`src/rtl/pipe_pattern_pkg.sv`:
```
`default_nettype none
// ============================================================================
// Module      : pipe_pattern_pkg
// Description : Shared pattern-mode encodings, LFSR taps and seed handling
//               for the pipe pattern engine.
// Revision    : 1.0 - initial release
// ============================================================================
package pipe_pattern_pkg;

    localparam logic [1:0]  MODE_LFSR     = 2'b00;
    localparam logic [1:0]  MODE_CNT      = 2'b01;
    localparam logic [1:0]  MODE_WALK     = 2'b10;

    localparam int          LFSR_TAP_A    = 31;
    localparam int          LFSR_TAP_B    = 21;
    localparam int          LFSR_TAP_C    = 1;
    localparam int          LFSR_TAP_D    = 0;

    localparam logic [31:0] DEFAULT_STATE = 32'h0000_0001;

    // An all-zero state locks up both the LFSR and the walking-one rotator.
    function automatic logic [31:0] seed_fixup(input logic [31:0] seed, input logic [1:0] mode);
        if ((seed == 32'd0) && (mode != MODE_CNT)) begin
            return DEFAULT_STATE;
        end
        return seed;
    endfunction

endpackage
`default_nettype wire

```
`src/rtl/pattern_gen.sv`:
```
`default_nettype none
// ============================================================================
// Module      : pattern_gen
// Description : 32-bit pattern state with load/advance; used as both the
//               checker and the generator of the pipe pattern engine.
// Revision    : 1.0 - initial release
// ============================================================================
module pattern_gen
    import pipe_pattern_pkg::*;
#(
    parameter int DATA_W = 16
) (
    input  logic              clk,
    input  logic              rst,
    input  logic              i_load,
    input  logic [31:0]       i_seed,
    input  logic              i_advance,
    input  logic [1:0]        i_mode,
    output logic [DATA_W-1:0] o_word
);

    logic [31:0] r_state;
    logic [31:0] w_next;
    logic        w_feedback;

    assign w_feedback = r_state[LFSR_TAP_A] ^ r_state[LFSR_TAP_B]
                      ^ r_state[LFSR_TAP_C] ^ r_state[LFSR_TAP_D];

    always_comb begin
        w_next = {r_state[30:0], w_feedback};
        case (i_mode)
            MODE_LFSR: w_next = {r_state[30:0], w_feedback};
            MODE_CNT:  w_next = r_state + 32'd1;
            MODE_WALK: w_next = {r_state[30:0], r_state[31]};
            default:   w_next = {r_state[30:0], w_feedback};
        endcase
    end

    always_ff @(posedge clk or posedge rst) begin
        if (rst) begin
            r_state <= DEFAULT_STATE;
        end else if (i_load) begin
            r_state <= i_seed;
        end else if (i_advance) begin
            r_state <= w_next;
        end
    end

    assign o_word = r_state[DATA_W-1:0];

endmodule
`default_nettype wire

```
`src/rtl/pipe_pattern_engine.sv`:
```
`default_nettype none
// ============================================================================
// Module      : pipe_pattern_engine
// Description : Pseudorandom pipe source/sink with throttling, saturating
//               error count and optional first-error capture
//               (enabled by defining PIPE_PATTERN_ERRLOG_EN).
// Revision    : 1.0 - initial release
// ============================================================================
module pipe_pattern_engine
    import pipe_pattern_pkg::*;
#(
    parameter int DATA_W = 16,
    parameter int ERR_W  = 16
) (
    input  logic              clk,
    input  logic              reset,
    input  logic              restart,
    input  logic [1:0]        mode,
    input  logic [31:0]       seed,
    input  logic [7:0]        throttle,
    input  logic              pipe_in_write,
    input  logic [DATA_W-1:0] pipe_in_data,
    output logic              pipe_in_ready,
    input  logic              pipe_out_read,
    output logic [DATA_W-1:0] pipe_out_data,
    output logic              pipe_out_valid,
    output logic [ERR_W-1:0]  error_count,
    output logic [31:0]       words_in,
    output logic [31:0]       words_out,
    output logic              protocol_err,
    output logic [31:0]       first_err_index,
    output logic [DATA_W-1:0] first_err_expected,
    output logic [DATA_W-1:0] first_err_received
);

    logic [7:0]        r_rot;
    logic [ERR_W-1:0]  r_err_count;
    logic [31:0]       r_words_in;
    logic [31:0]       r_words_out;
    logic              r_proto_err;
    logic [31:0]       w_load_seed;
    logic [DATA_W-1:0] w_exp_word;
    logic              w_wr_acc;
    logic              w_rd_acc;
    logic              w_mismatch;
    logic              w_proto_viol;

    // Ready/valid gate on restart so a coincident strobe is neither accepted nor flagged.
    assign pipe_in_ready  = r_rot[0] & ~restart;
    assign pipe_out_valid = r_rot[4] & ~restart;
    assign w_wr_acc       = pipe_in_write & pipe_in_ready;
    assign w_rd_acc       = pipe_out_read & pipe_out_valid;
    assign w_mismatch     = w_wr_acc & (pipe_in_data != w_exp_word);
    assign w_proto_viol   = ~restart & ((pipe_in_write & ~r_rot[0]) | (pipe_out_read & ~r_rot[4]));
    assign w_load_seed    = seed_fixup(seed, mode);

    pattern_gen #(.DATA_W(DATA_W)) u_checker (
        .clk       (clk),
        .rst       (reset),
        .i_load    (restart),
        .i_seed    (w_load_seed),
        .i_advance (w_wr_acc),
        .i_mode    (mode),
        .o_word    (w_exp_word)
    );

    pattern_gen #(.DATA_W(DATA_W)) u_generator (
        .clk       (clk),
        .rst       (reset),
        .i_load    (restart),
        .i_seed    (w_load_seed),
        .i_advance (w_rd_acc),
        .i_mode    (mode),
        .o_word    (pipe_out_data)
    );

    always_ff @(posedge clk or posedge reset) begin
        if (reset) begin
            r_rot <= 8'hFF;
        end else if (restart) begin
            r_rot <= throttle;
        end else begin
            r_rot <= {r_rot[0], r_rot[7:1]};
        end
    end

    always_ff @(posedge clk or posedge reset) begin
        if (reset) begin
            r_err_count <= '0;
            r_words_in  <= '0;
            r_words_out <= '0;
        end else if (restart) begin
            r_err_count <= '0;
            r_words_in  <= '0;
            r_words_out <= '0;
        end else begin
            if (w_mismatch && (r_err_count != {ERR_W{1'b1}})) begin
                r_err_count <= r_err_count + 1'b1;
            end
            if (w_wr_acc) begin
                r_words_in <= r_words_in + 32'd1;
            end
            if (w_rd_acc) begin
                r_words_out <= r_words_out + 32'd1;
            end
        end
    end

    // Sticky until reset: a protocol violation is a host bug worth keeping visible.
    always_ff @(posedge clk or posedge reset) begin
        if (reset) begin
            r_proto_err <= 1'b0;
        end else if (w_proto_viol) begin
            r_proto_err <= 1'b1;
        end
    end

    assign error_count  = r_err_count;
    assign words_in     = r_words_in;
    assign words_out    = r_words_out;
    assign protocol_err = r_proto_err;

`ifdef PIPE_PATTERN_ERRLOG_EN
    logic              r_err_logged;
    logic [31:0]       r_first_idx;
    logic [DATA_W-1:0] r_first_exp;
    logic [DATA_W-1:0] r_first_rcv;

    always_ff @(posedge clk or posedge reset) begin
        if (reset) begin
            r_err_logged <= 1'b0;
            r_first_idx  <= '0;
            r_first_exp  <= '0;
            r_first_rcv  <= '0;
        end else if (restart) begin
            r_err_logged <= 1'b0;
            r_first_idx  <= '0;
            r_first_exp  <= '0;
            r_first_rcv  <= '0;
        end else if (w_mismatch && !r_err_logged) begin
            r_err_logged <= 1'b1;
            r_first_idx  <= r_words_in;
            r_first_exp  <= w_exp_word;
            r_first_rcv  <= pipe_in_data;
        end
    end

    assign first_err_index    = r_first_idx;
    assign first_err_expected = r_first_exp;
    assign first_err_received = r_first_rcv;
`else
    assign first_err_index    = '0;
    assign first_err_expected = '0;
    assign first_err_received = '0;
`endif

endmodule
`default_nettype wire

```
`config.mk`:
```
export PLATFORM = sky130hd
export DESIGN_NAME = pipe_pattern_engine
export DESIGN_NICKNAME = d
export VERILOG_FILES = /design/src/rtl/pipe_pattern_pkg.sv /design/src/rtl/pattern_gen.sv /design/src/rtl/pipe_pattern_engine.sv
export SDC_FILE = /design/constraint.sdc
export NUM_CORES = 1
export LEC_CHECK = 0
export ABC_AREA = 1
export CORE_MARGIN = 3
export CORE_UTILIZATION = 50
export DETAILED_ROUTE_END_ITERATION = 6
export MAX_ROUTING_LAYER = met4
export PLACE_DENSITY = 0.86
export SLEW_MARGIN = 20
export SYNTH_ARGS = -nofsm -noshare
export SYNTH_HDL_FRONTEND = slang
export SYNTH_SLANG_ARGS = --single-unit
```
`constraint.sdc`:
```
create_clock -name clk -period 14.7 [get_ports clk]
set_input_delay 4.41 -clock clk [delete_from_list [all_inputs] [get_ports clk]]
set_output_delay 4.41 -clock clk [all_outputs]
set_load 0.02 [all_outputs]
```
==> qor.txt <==
======================================================================================================
Via count of the first global-routing pass                                                       11.2k
Tmin final                                                                                    10.37 ns
Most instantiated flip-flop cell in the synthesis netlist                                 sky130_fd_sc_hd__dfrtp_1
Status                                                                                    complete, no violations
Maximum number of pins on one net before global-route repair                                       101
Clock transition at the register clock pins on the worst setup and hold paths after CTS        0.07 ns
Global-route wire length before repair                                                        55500 um
Unrepaired setup endpoints after global routing                                                  false
Top cell types by occurrence after synthesis                                              sky130_fd_sc_hd__nand2_1 (537), sky130_fd_sc_hd__inv_1 (223), sky130_fd_sc_hd__nor2_1 (191)
Total Power Consumption                                                                        1.15 mW
Met1 Wirelength                                                                               14100 um
Worst voltage drop across the vdd grid                                                         77.2 uV
Mean cell area of the mapped netlist                                                          6.47 um2
Postcts setup bufs                                                                                   0
Critical Path RT                                                                              10.29 ns
Highest clock frequency the design can meet                                                 0.0965 GHz
Total of max-cap violations                                                                          0
First DRT Iteration DRCs                                                                          1213
Number of buffers created by CTS                                                                    17
First-pass iteration count of the detailed router                                                    6
Die Footprint                                                                               0.0249 mm2
Number of inserted filler cells in the final layout                                               1998
Count of endpoints failing setup in the final report                                                 0
Reg-to-reg slack, setup                                                                       12.12 ns
Worst slew margin relative to its limit                                                          24.0%
Post-cts sizing count                                                                                0
Per-cell via count in the routed design                                                           5.50
Slew Viols, Final                                                                                    0
Synth-to-Final Area Change                                                                       17.3%
Root buf cell                                                                             sky130_fd_sc_hd__clkbuf_16
Site row count                                                                                      54
Placer's final routability congestion estimate                                                   0.975
Cell depth of the worst hold path                                                                    2
Startpoint of the tightest hold check path                                                    r_rot[3]
Part of the Yosys area used for sequential elements                                              33.3%
Worst slew pin tran                                                                            1.13 ns
Antenna-violating nets left                                                                          0
FF+latch area                                                                              0.00384 mm2
Max layer used                                                                                    met4
Number of flops mapped to enable cells by yosys                                                      0
End point of the worst hold path                                                              r_rot[2]
Share of synthesized registers carrying an async set or reset                                     100%
Setup Skew                                                                                   0.0128 ns
Number of standard cells after synthesis                                                          1782
Final Hold Violating Endpoints                                                                       0
CTS HTree Levels                                                                                     4
Clock network latency to the later pin of the worst-skew pair                                  0.44 ns
Startpoint kind of the worst setup timing path                                            primary input
Post-detailed-placement half-perimeter wirelength                                             25000 um
Number of design rule violations left after detail routing                                           0
Total Negative Setup Slacks                                                                       0 ns
Area inside the core boundary                                                               0.0222 mm2
Routed length on met3                                                                          3810 um
Number of antenna violations at the first check in global routing                                    3
Maximum root-to-sink buffer count                                                                    2
Path category of the worst min-delay check                                                flop to flop
R2R Path Start                                                                                r_rot[0]
Endpoint of the worst register-to-register path                                           words_in[30]
Count of hold buffers inserted by post-cts repair                                                    0
PwrDens                                                                                    84.9 mW/mm2
Endpoint kind of the worst setup timing path                                              primary output
Routed Wire Length                                                                            34800 um
Nets                                                                                              1970
Overflow left after global routing                                                                   0
Count of unique library cells instantiated by Yosys                                                 58
Worst setup path category                                                                 primary input to primary output
Ports placed on the boundary                                                                       226
Leak pwr                                                                                       6.32 nW
CTS tree                                                                                           yes
Number of I/O port buffers                                                                         161
Number of cells on the worst reg-to-reg path                                                         9
# clock sinks                                                                                      153
Synth Register Bits                                                                                153
Yosys top cell by area                                                                    sky130_fd_sc_hd__dfrtp_1
Number of warnings reported in the yosys synthesis log                                               0
Initial core utilization                                                                         51.9%
Fraction of layout instances using a drive strength above 1                                      4.34%
Die span in y                                                                                   158 um
Top cells by area in the synthesized netlist                                              sky130_fd_sc_hd__dfrtp_1 (31%), sky130_fd_sc_hd__nand2_1 (17%), sky130_fd_sc_hd__inv_1 (7.3%)
Vias after detailed routing                                                                      12.1k
Syn Std Cell Area                                                                           0.0115 mm2
Top-count cell post-synth                                                                 sky130_fd_sc_hd__nand2_1
Sum of met2 wire segment lengths after detailed routing                                       16100 um
Final cycle utilization of the critical path                                                     70.5%
Setup slack after placement                                                                    4.38 ns
Die width                                                                                       158 um
Worst-path maximum fanout                                                                           72
Area occupied by multi-input gates                                                         0.00622 mm2
Average detailed-routed wire length per instance                                               15.8 um
Final worst slack                                                                              4.33 ns
Signal arrival time at the worst endpoint                                                      5.96 ns
Portion of synthesized cell area occupied by the leading cell type                               31.0%
Global router's overall resource usage                                                           28.5%
======================================================================================================
worst max-delay path, stage by stage:
cell and delay (ns):
sky130_fd_sc_hd__buf_2 0.07, sky130_fd_sc_hd__buf_4 0.70, sky130_fd_sc_hd__nor2_1 0.17, sky130_fd_sc_hd__clkdlybuf4s50_1 0.59
routing by layer:
metal  up-vias  global-route usage (%)
met4         0                    8.31
met3        73                    6.86
met1      5531                    36.2
met5         -                       -
met2       666                    45.5
li1       5818                       -
logic make-up after synthesis:
kind of cell	share of synthesized area, %
AND/OR/NAND/NOR	36.7
buffers and inverters	14.9
AO/OA/AOI/OAI	11.7
flip-flops	33.3
XOR/XNOR	2.28
adder cells (fa/ha/maj)	0.759
multiplexers	0.282
other	0.0325
state kept, by name, indices dropped and copies added (netlist names):
register / cells
error_count: 16
words_in: 32
protocol_err: 1
r_rot: 8
u_checker.r_state: 32
words_out: 32
u_generator.r_state: 32
cell usage in the layout, fill, tap and decap left out, types with 4 or more instances in the layout:
cell                              synthesis  final
sky130_fd_sc_hd__inv_6                    0      7
sky130_fd_sc_hd__a21boi_1                 5      5
sky130_fd_sc_hd__xor2_1                  17     17
sky130_fd_sc_hd__a21oi_1                 50     50
sky130_fd_sc_hd__nand3b_1                 4      4
sky130_fd_sc_hd__clkbuf_16                0     17
sky130_fd_sc_hd__inv_1                  223    221
sky130_fd_sc_hd__dfrtp_1                143    143
sky130_fd_sc_hd__o22ai_1                  8      8
sky130_fd_sc_hd__a22oi_1                  8      8
sky130_fd_sc_hd__nor3_1                  43     43
sky130_fd_sc_hd__nor2_4                   7      8
sky130_fd_sc_hd__nor2_2                   7      6
sky130_fd_sc_hd__conb_1                   1     64
sky130_fd_sc_hd__o211ai_1                18     18
sky130_fd_sc_hd__inv_2                    7      7
sky130_fd_sc_hd__o21ai_0                112    112
sky130_fd_sc_hd__a21o_1                   6      6
sky130_fd_sc_hd__xnor2_1                 13     13
sky130_fd_sc_hd__dfstp_2                 10     10
sky130_fd_sc_hd__nand2_1                537    537
sky130_fd_sc_hd__nand4_1                 40     40
sky130_fd_sc_hd__a21boi_0                 9      9
sky130_fd_sc_hd__clkdlybuf4s50_1          0    160
sky130_fd_sc_hd__nand3_1                146    146
sky130_fd_sc_hd__or2_2                    4      4
sky130_fd_sc_hd__buf_4                   83      5
sky130_fd_sc_hd__ha_1                     7      7
sky130_fd_sc_hd__nor2_1                 191    191
report_power, final:
| group | total [mW] | switching (mW) | internal (mW) |
|---|---|---|---|
| sequential | 0.483 | 0.0364 | 0.447 |
| clock | 0.454 | 0.198 | 0.255 |
| combinational | 0.211 | 0.137 | 0.0739 |
| total | 1.15 | 0.372 | 0.776 |
how the worst max path moves through the flow:
stage                 start  slack, ns  cells past startpoint             end
floorplan           restart       5.22                      3  pipe_out_valid
CTS                 restart       4.37                      4  pipe_out_valid
detailed placement  restart       4.38                      4  pipe_out_valid
global placement    restart       4.43                      4  pipe_out_valid
finish              restart       4.33                      4  pipe_out_valid
global route        restart       4.28                      4  pipe_out_valid
per-stage QoR:
| step | utilization [%] | instance area (um2) | hold WS, ns | instances |
|---|---|---|---|---|
| floorplan | - | 11800 | 0.434 | 1845 |
| finish | 60.8 | 13500 | 0.453 | 2196 |
| CTS | 60.8 | 13500 | 0.452 | 2193 |
| global route | 60.8 | 13500 | 0.474 | 2196 |
| global placement | 58.2 | 12900 | 0.443 | 2161 |
| detailed placement | 58.2 | 12900 | 0.447 | 2161 |
cell type report:
cell class	instances	share of cell area, %
antenna	3	0.0555
clock buffer	19	3.20
clock inverter	13	1.15
inverter	231	6.47
multi-input combinational	1331	46.0
sequential	153	28.4
tap	280	2.59
timing repair buffer	166	12.2
Power figures use the tool's default switching activity.
